**config.mk**
```make
export PLATFORM = sky130hd
export DESIGN_NAME = vote_window
export DESIGN_NICKNAME = d
export VERILOG_FILES = /design/src/rtl/vote_pkg.sv /design/src/rtl/vote_window_shreg.sv /design/src/rtl/vote_window.sv
export SDC_FILE = /design/constraint.sdc
export NUM_CORES = 1
export LEC_CHECK = 0
export ABC_AREA = 1
export BUFFER_PORTS_ARGS = -buffer_cell sky130_fd_sc_hd__buf_2
export CAP_MARGIN = 25
export CORE_ASPECT_RATIO = 1.1
export CORE_MARGIN = 2
export CORE_UTILIZATION = 56
export DETAILED_ROUTE_END_ITERATION = 16
export PLACE_DENSITY_LB_ADDON = 0.08
export SYNTH_ARGS = -nofsm -noshare
export SYNTH_HDL_FRONTEND = slang
export SYNTH_SLANG_ARGS = --single-unit
```
**constraint.sdc**
```tcl
create_clock -name clk -period 3.1 [get_ports clk]
set_input_delay 0.775 -clock clk [delete_from_list [all_inputs] [get_ports clk]]
set_output_delay 0.775 -clock clk [all_outputs]
set_load 0.02 [all_outputs]
```
**src/rtl/vote_pkg.sv**
```systemverilog
// Shared definitions for the vote_window block: controller state encoding and
// default window/threshold sizes.
package vote_pkg;

  localparam int WIN_DEF = 8;  // samples held in the sliding window
  localparam int THR_DEF = 5;  // window popcount that raises the alarm

  typedef enum logic [1:0] {
    ST_FILL  = 2'd0,
    ST_RUN   = 2'd1,
    ST_ALARM = 2'd2
  } vote_state_e;

endpackage

```
**src/rtl/vote_window_shreg.sv**
```systemverilog
// Sliding-window history for vote_window.
// Holds the last WIN accepted votes (bit 0 newest) and a fill counter that
// saturates at WIN. 'dropped' is the vote that leaves the window on the next
// shift. It is only non-zero once the window is full.
//   clk, rst   : clock, async active-high reset
//   clear      : synchronous flush, wins over shift_en
//   shift_en   : shift bit_in into the history this cycle
//   bit_in     : vote to shift in
//   fill       : number of valid samples held, 0..WIN
//   dropped    : oldest valid sample, 0 while the window is still filling
module vote_window_shreg
  import vote_pkg::*;
#(
  parameter int  WIN = WIN_DEF,
  localparam int CW  = $clog2(WIN + 1)
) (
  input  logic          clk,
  input  logic          rst,
  input  logic          clear,
  input  logic          shift_en,
  input  logic          bit_in,
  output logic [CW-1:0] fill,
  output logic          dropped
);

  logic [WIN-1:0] hist_q, hist_d;
  logic [CW-1:0]  fill_q, fill_d;
  logic           full;

  assign full    = (fill_q == CW'(WIN));
  assign dropped = full ? hist_q[WIN-1] : 1'b0;
  assign fill    = fill_q;

  always_comb begin
    hist_d = hist_q;
    fill_d = fill_q;
    if (clear) begin
      hist_d = '0;
      fill_d = '0;
    end else if (shift_en) begin
      hist_d = {hist_q[WIN-2:0], bit_in};
      if (!full) begin
        fill_d = fill_q + CW'(1);
      end
    end
  end

  always_ff @(posedge clk or posedge rst) begin
    if (rst) begin
      hist_q <= '0;
      fill_q <= '0;
    end else begin
      hist_q <= hist_d;
      fill_q <= fill_d;
    end
  end

endmodule

```
**src/rtl/vote_window.sv**
```systemverilog
// Sliding-window vote counter with hysteretic alarm.
// Keeps a running count of 1s over the last WIN accepted votes. The alarm
// raises when the count reaches THR and drops when it falls to THR-2 or less.
// No alarm is raised until the window has filled once.
//   clk, rst  : clock, async active-high reset
//   vote_in   : vote from the upstream voter
//   sample    : capture vote_in on this edge
//   clear     : synchronous flush, beats a coincident sample
//   count     : number of 1s in the window
//   win_full  : window holds WIN samples
//   alarm     : state is ALARM
//   upd       : one-cycle pulse, count/alarm just updated for a sample
//
// state    | meaning
// ---------+-----------------------------------------------------------
// ST_FILL  | window not yet full; alarm held low
// ST_RUN   | window full, count below entry threshold (or hysteresis)
// ST_ALARM | window full, count reached THR and not yet down to THR-2
module vote_window
  import vote_pkg::*;
#(
  parameter int  WIN = WIN_DEF,
  parameter int  THR = THR_DEF,
  localparam int CW  = $clog2(WIN + 1)
) (
  input  logic          clk,
  input  logic          rst,
  input  logic          vote_in,
  input  logic          sample,
  input  logic          clear,
  output logic [CW-1:0] count,
  output logic          win_full,
  output logic          alarm,
  output logic          upd
);

  vote_state_e   state_q, state_d;
  logic [CW-1:0] count_q, count_d;
  logic          upd_q, upd_d;
  logic          armed_q, armed_d;

  logic [CW-1:0] fill;
  logic          dropped;
  logic          accept;
  logic          fill_last;
  logic          enter_alarm;
  logic          exit_alarm;

  // armed_q is low for the first edge after reset, so a sample held high
  // across reset release is not taken on that edge.
  assign accept    = sample && armed_q && !clear;
  assign fill_last = (fill == CW'(WIN - 1));

  vote_window_shreg #(
    .WIN (WIN)
  ) u_shreg (
    .clk      (clk),
    .rst      (rst),
    .clear    (clear),
    .shift_en (accept),
    .bit_in   (vote_in),
    .fill     (fill),
    .dropped  (dropped)
  );

  always_comb begin
    count_d = count_q;
    upd_d   = 1'b0;
    armed_d = 1'b1;
    if (clear) begin
      count_d = '0;
    end else if (accept) begin
      // dropped can only be 1 if that bit is already counted, so no underflow
      count_d = count_q + CW'(vote_in) - CW'(dropped);
      upd_d   = 1'b1;
    end
  end

  assign enter_alarm = (count_d >= CW'(THR));
  assign exit_alarm  = (count_d <= CW'(THR - 2));

  always_comb begin
    state_d = state_q;
    if (clear) begin
      state_d = ST_FILL;
    end else if (accept) begin
      case (state_q)
        ST_FILL: begin
          if (fill_last) begin
            state_d = enter_alarm ? ST_ALARM : ST_RUN;
          end
        end
        ST_RUN: begin
          if (enter_alarm) begin
            state_d = ST_ALARM;
          end
        end
        ST_ALARM: begin
          if (exit_alarm) begin
            state_d = ST_RUN;
          end
        end
        default: state_d = ST_FILL;
      endcase
    end
  end

  always_ff @(posedge clk or posedge rst) begin
    if (rst) begin
      state_q <= ST_FILL;
      count_q <= '0;
      upd_q   <= 1'b0;
      armed_q <= 1'b0;
    end else begin
      state_q <= state_d;
      count_q <= count_d;
      upd_q   <= upd_d;
      armed_q <= armed_d;
    end
  end

  assign count    = count_q;
  assign win_full = (fill == CW'(WIN));
  assign alarm    = (state_q == ST_ALARM);
  assign upd      = upd_q;

endmodule

```
# Word level (Yosys, flattened, before mapping)
# Cells that the tools add are included.
[op_classes]
n_addsub = 3
n_lt_le_gt_ge = 2
eq_ne = 8
muxes = 17
reduce_logical = 7
[ops]
columns = ["operator", "n"]
rows = [
  ["2-to-1 mux 4 bit", 5],
  ["2-to-1 mux 8 bit", 2],
  ["2-to-1 mux 2 bit", 6],
  ["inequality test 3 bit (second input constant)", 2],
  ["case mux 2 bit (3 select lines)", 1],
  ["adder 4 x 1 -> 4 bit", 1],
  ["adder 4 x 1 -> 4 bit (second input constant)", 1],
  ["== test 4 x 3 -> 1 bit (second input constant)", 1],
  ["== test 4 bit (second input constant)", 1],
  [">= comparator 4 x 3 -> 1 bit (second input constant)", 1],
  ["<= comparator 4 x 2 -> 1 bit (second input constant)", 1],
  ["AND reduction 4 bit", 1],
  ["subtractor 4 x 1 -> 4 bit", 1],
  ["2-to-1 mux 1 bit", 3],
  ["inequality test 3 x 2 -> 1 bit (second input constant)", 1],
  ["== test 2 x 1 -> 1 bit (second input constant)", 1],
  ["== test 2 bit (second input constant)", 1],
  ["logical AND 1 bit", 2],
  ["zero test 2 bit", 1],
  ["inequality test 2 bit (second input constant)", 1],
  ["AND reduction 2 bit", 1],
  ["nonzero test 2 bit", 1],
  ["zero test 1 bit", 1],
]
[word_totals]
ff_bits = 20
input_bits = 5
out_inout_bits = 7
word_cells = 43

# Logic depth before layout (Yosys ltp)
[depth]
word_depth = 11
ltp_mapped = 21

# By module
# A second synthesis with hierarchy kept.
[unflattened]
hier_cells = 145
hier_area_um2 = 1181.1
[by_module_without_submodules]
columns = ["module", "n_inst", "cells_per_inst", "area_each_um2", "seq_area_each_um2"]
rows = [
  ["vote_window_shreg", 1, 66, 601.8, 300.3],
  ["vote_window", 1, 79, 579.3, 200.2],
]

# Worst setup path before layout
# Ideal clock, no wire load.
[synth_path]
path_type = "register to register"
start = "register u_shreg.fill_q[0] (netlist: u_shreg.fill[0])"
end = "register state_q[0]"
setup_time_ns = 0.116
arrival_ns = 2.251
required_ns = 2.984
slack_ns = 0.732
stages_incl_launch_ff = 21
path_buffers = 0
period_less_slack_ns = 2.368
path_cell_list = "dfrtp_1 > inv_1 > ha_1 > nand2_1 > nor3_1 > ha_1 > inv_1 > ha_1 > fa_1 > inv_1 > nand2_1 > nand2_1 > nand2_2 > o21ai_2 > o21ai_2 > nand3_1 > nand2_2 > nand2_1 > nand2_1 > nand2_1 > nand2_1"
[synth_between]
elab_chain_cells = 11
[synth_rtl]
columns = ["element", "line", "source"]
rows = [
  ["from (decl)", "vote_window_shreg.sv:27", "logic [CW-1:0] fill_q, fill_d;"],
  ["from (signal assigned)", "vote_window_shreg.sv:54", "fill_q <= fill_d;"],
  ["== test 4 bit *", "vote_window_shreg.sv:30", "assign full = (fill_q == CW'(WIN));"],
  ["2-to-1 mux 1 bit *", "vote_window_shreg.sv:31", "assign dropped = full ? hist_q[WIN-1] : 1'b0;"],
  ["subtractor 4 x 1 -> 4 bit *", "vote_window.sv:74", "count_d = count_q + CW'(vote_in) - CW'(dropped);"],
  ["2-to-1 mux 4 bit *", "vote_window.sv:72", "end else if (accept) begin"],
  ["2-to-1 mux 4 bit *", "vote_window.sv:70", "if (clear) begin"],
  ["via count_d[2]", "vote_window.sv:38", "logic [CW-1:0] count_q, count_d;"],
  [">= comparator 4 x 3 -> 1 bit", "vote_window.sv:79", "assign enter_alarm = (count_d >= CW'(THR));"],
  ["2-to-1 mux 2 bit", "vote_window.sv:90", "state_d = enter_alarm ? ST_ALARM : ST_RUN;"],
  ["2-to-1 mux 2 bit", "vote_window.sv:89", "if (fill_last) begin"],
  ["case mux 2 bit (3 select lines)", "vote_window.sv:87", "case (state_q)"],
  ["2-to-1 mux 2 bit", "vote_window.sv:86", "end else if (accept) begin"],
  ["2-to-1 mux 2 bit", "vote_window.sv:84", "if (clear) begin"],
  ["to (signal assigned)", "vote_window.sv:115", "state_q <= state_d;"],
  ["to (decl)", "vote_window.sv:37", "vote_state_e state_q, state_d;"],
]
# Mark *: on every way through the listed nets, which the timed path passes. The rest lies on a longest branch. The select of a mux whose other input is x is not followed.
# A chain may end at the register's enable or synchronous reset.

# Final worst setup path
# Same ends and word-level chain as after synthesis.

==> results.py <==
metrics = {
    "status": {
        "status": "completed",
    },
    "setup_path": {
        "cp-endpoint": "state_q[0]",
        "r2r_slack_ns": 0.50,
        "worstRegToRegCells": 20,
        "critPathKind": "flip-flop to flip-flop",
        "endpoint_kind": "flip-flop",
        "crit_arrival_ns": 2.80,
        "worstReg2RegStart": "u_shreg.fill[0]",
        "worstPathMaxFanout": 3,
        "critPathLaunch": "u_shreg.fill[0]",
        "rr_endpoint": "state_q[0]",
        "critPathLaunchType": "flip-flop",
        "cp.required_ns": 3.30,
    },
    "synth": {
        "syn-num-nets": 148,
        "ys_ff_latch": 20,
        "yosysTopAreaCell": "dfrtp_1",
        "yosysTopAreaCellShare_pct": 45.2,
        "yosys-top-cells-area": "dfrtp_1 (45%), nand2_1 (9.5%), inv_1 (8.8%), ha_1 (6.8%), nand3_1 (5.0%)",
        "yosys_warnings": 0,
        "synth_cell_type_count": 23,
        "netlist_instances": 136,
        "syn_area_per_cell_sq_um": 8.14,
        "ys_seq_area_share_pct": 45.2,
        "syn_area_sq_mm": 0.00111,
    },
    "timing": {
        "worst_pin_slew_ns": 0.756,
        "worst_hold_slack_ns": 0.536,
        "period_needed_ns": 2.60,
        "rsz0062_at_grt": "false",
        "finalSetupViolCount": 0,
        "fin_ws_ns": 0.499,
        "fin_crit_sh_pct": 83.9,
        "finalMaxSlewViolations": 0,
        "skew_ns": 0.00393,
        "hold_viol_final": 0,
        "slew_headroom_pct": 49.6,
        "max_freq_mhz": 385,
        "finalSetupTns_ns": 0,
    },
    "finish": {
        "fill_cells": 159,
        "drive_above_1_share_pct": 20.0,
        "fin_nets": 163,
        "diodes": 0,
        "stdcell_count": 177,
        "area_growth_pct": 11.8,
    },
    "placed_design": {
        "place_ws_ns": 0.514,
        "place_congestion": 0.808,
        "placedCellCount": 173,
        "post-dp-hpwl_um": 1450,
        "port-buffer-count": 11,
    },
    "global_routing": {
        "grt_antenna_before_repair": 0,
        "grt_overflow": 0,
        "grt_pass1_vias": 828,
        "grt_pass1_wl_um": 3420,
        "track_usage_pct": 19.7,
        "grt_max_degree": 21,
    },
    "floorplan": {
        "die-area_sq_mm": 0.00235,
        "initial_core_util_pct": 60.8,
        "die_w_um": 46.4,
        "coreArea_sq_mm": 0.00182,
        "ioPinCount": 12,
        "num_rows": 16,
        "die-height_um": 50.6,
    },
    "cts": {
        "clk_pin_slew_ns": 0.12,
        "cts_resized": 0,
        "cts_max_path_buffers": 2,
        "cts_setup_buffers": 0,
        "ctsHtreeMaxLevel": 1,
        "cts_buffers": 3,
        "cts_tree": "done",
        "clock_sinks": 20,
        "clk_root_buffer_cell": "clkbuf_4",
        "clk_latency_ns": 0.30,
        "postCtsHoldBufs": 0,
    },
    "routing": {
        "routedWlPerCell_um": 10.7,
        "drc_errors": 0,
        "detailedRoute.firstPassIterationCount": 4,
        "vias": 885,
        "wirelength_um": 1900,
        "drtAntennaViolNets": 0,
        "drt_iter0_drc": 6,
        "drt-vias-per-instance": 5.00,
    },
    "power": {
        "power_uw": 591,
        "leakage_nw": 0.680,
        "ir_drop_mv": 0.313,
        "powerDensity_mw_per_mm2": 478,
    },
    "run": {
        "maxCapViolCount": 0,
    },
    "min_path": {
        "hold_class": "flip-flop to flip-flop",
    },
}
final cells by class:
type                       instances  area (sq um)  area share (%)
sequential                        20           500            40.4
multi-input combinational         85           483            39.0
inverter                          30           113            9.10
timing repair buffer              11          55.1            4.45
tap                               27          33.8            2.73
clock inverter                     1          30.0            2.43
clock buffer                       3          22.5            1.82
state kept, by name, indices dropped and copies added, names as in the netlist:
name and cells:
state_q 2, u_shreg.hist_q 8, count 4, upd 1, u_shreg.fill 4, armed_q 1
worst min-delay path by stage:
stage,to,startpoint,cells after the start,slack [ns]
6_report,u_shreg.hist_q[2],u_shreg.hist_q[1],2,0.54
5_1_grt,u_shreg.hist_q[4],u_shreg.hist_q[3],2,0.57
4_1_cts,state_q[1],state_q[1],2,0.54
3_5_place_dp,state_q[1],state_q[1],2,0.51
3_3_place_gp,state_q[1],state_q[1],2,0.49
2_1_floorplan,state_q[1],state_q[1],2,0.47
placed cells by master, fill, tap and decap left out, drive strengths merged:
cell,Yosys,final
inv,30,30
clkbuf,0,3
bufinv,0,1
or2,1,1
xor2,1,1
o21a,1,1
ha,6,6
fa,1,1
a21oi,3,3
nor3,1,1
dfrtp,20,20
o22ai,7,7
nand4,2,2
buf,1,11
nand3,11,11
nand2,34,34
o21ai,7,7
nor2,9,9
conb,1,1
through the flow:
step,instance area [sq um],utilization (%)
global placement,1180,65.0
finish,1240,67.9
global route,1240,67.9
floorplan,1110,-
CTS,1240,67.9
detailed placement,1180,65.0
cells in the mapped netlist, drive strengths merged:
cell and n:
nand2 34, inv 30, dfrtp 20, nand3 11, nor2 9, o21ai 7, o22ai 7, ha 6
a21oi 3, nand4 2, buf 1, conb 1, fa 1, nor3 1, o21a 1, or2 1
xor2 1
power by group:
part	total [mW]	internal [mW]	leakage [nW]	switching, mW
combinational	0.0878	0.0301	0.380	0.0576
clock	0.212	0.131	0.0279	0.0817
sequential	0.291	0.276	0.272	0.0150
cell families (layout without fill, tap and decap cells):
logic type,after synthesis,after routing,synth area share [%]
adders and majority gates,7,7,8.59
and+or+nand+nor,58,58,23.7
AOI/OAI and AO/OA,18,18,10.2
DFF,20,20,45.2
buffers and inverters,31,45,11.2
xor gates and xnor gates,1,1,0.791
other,1,1,0.339
critical path, stage by stage, from the launching register on:
cell and delay, ns:
dfrtp_1 0.39, inv_1 0.07, ha_1 0.20, nand2_1 0.09, nor3_1 0.05, ha_1 0.27
inv_1 0.04, ha_1 0.20, fa_1 0.39, inv_1 0.06, nand2_1 0.04, nand2_1 0.06
nand2_2 0.05, o21ai_2 0.10, o21ai_2 0.09, nand3_1 0.09, nand2_2 0.07, nand2_1 0.06
nand2_1 0.06, nand2_1 0.06, nand2_1 0.05
metal layers:
layer / vias to the layer above / track usage, % / routed length [um]
met5: - / 0 / 0
met4: 0 / 5.71 / 19
met3: 4 / 2.16 / 80
met2: 29 / 33.6 / 877
met1: 399 / 25.6 / 922
li1: 453 / - / -
Power figures use the tool's default switching activity.
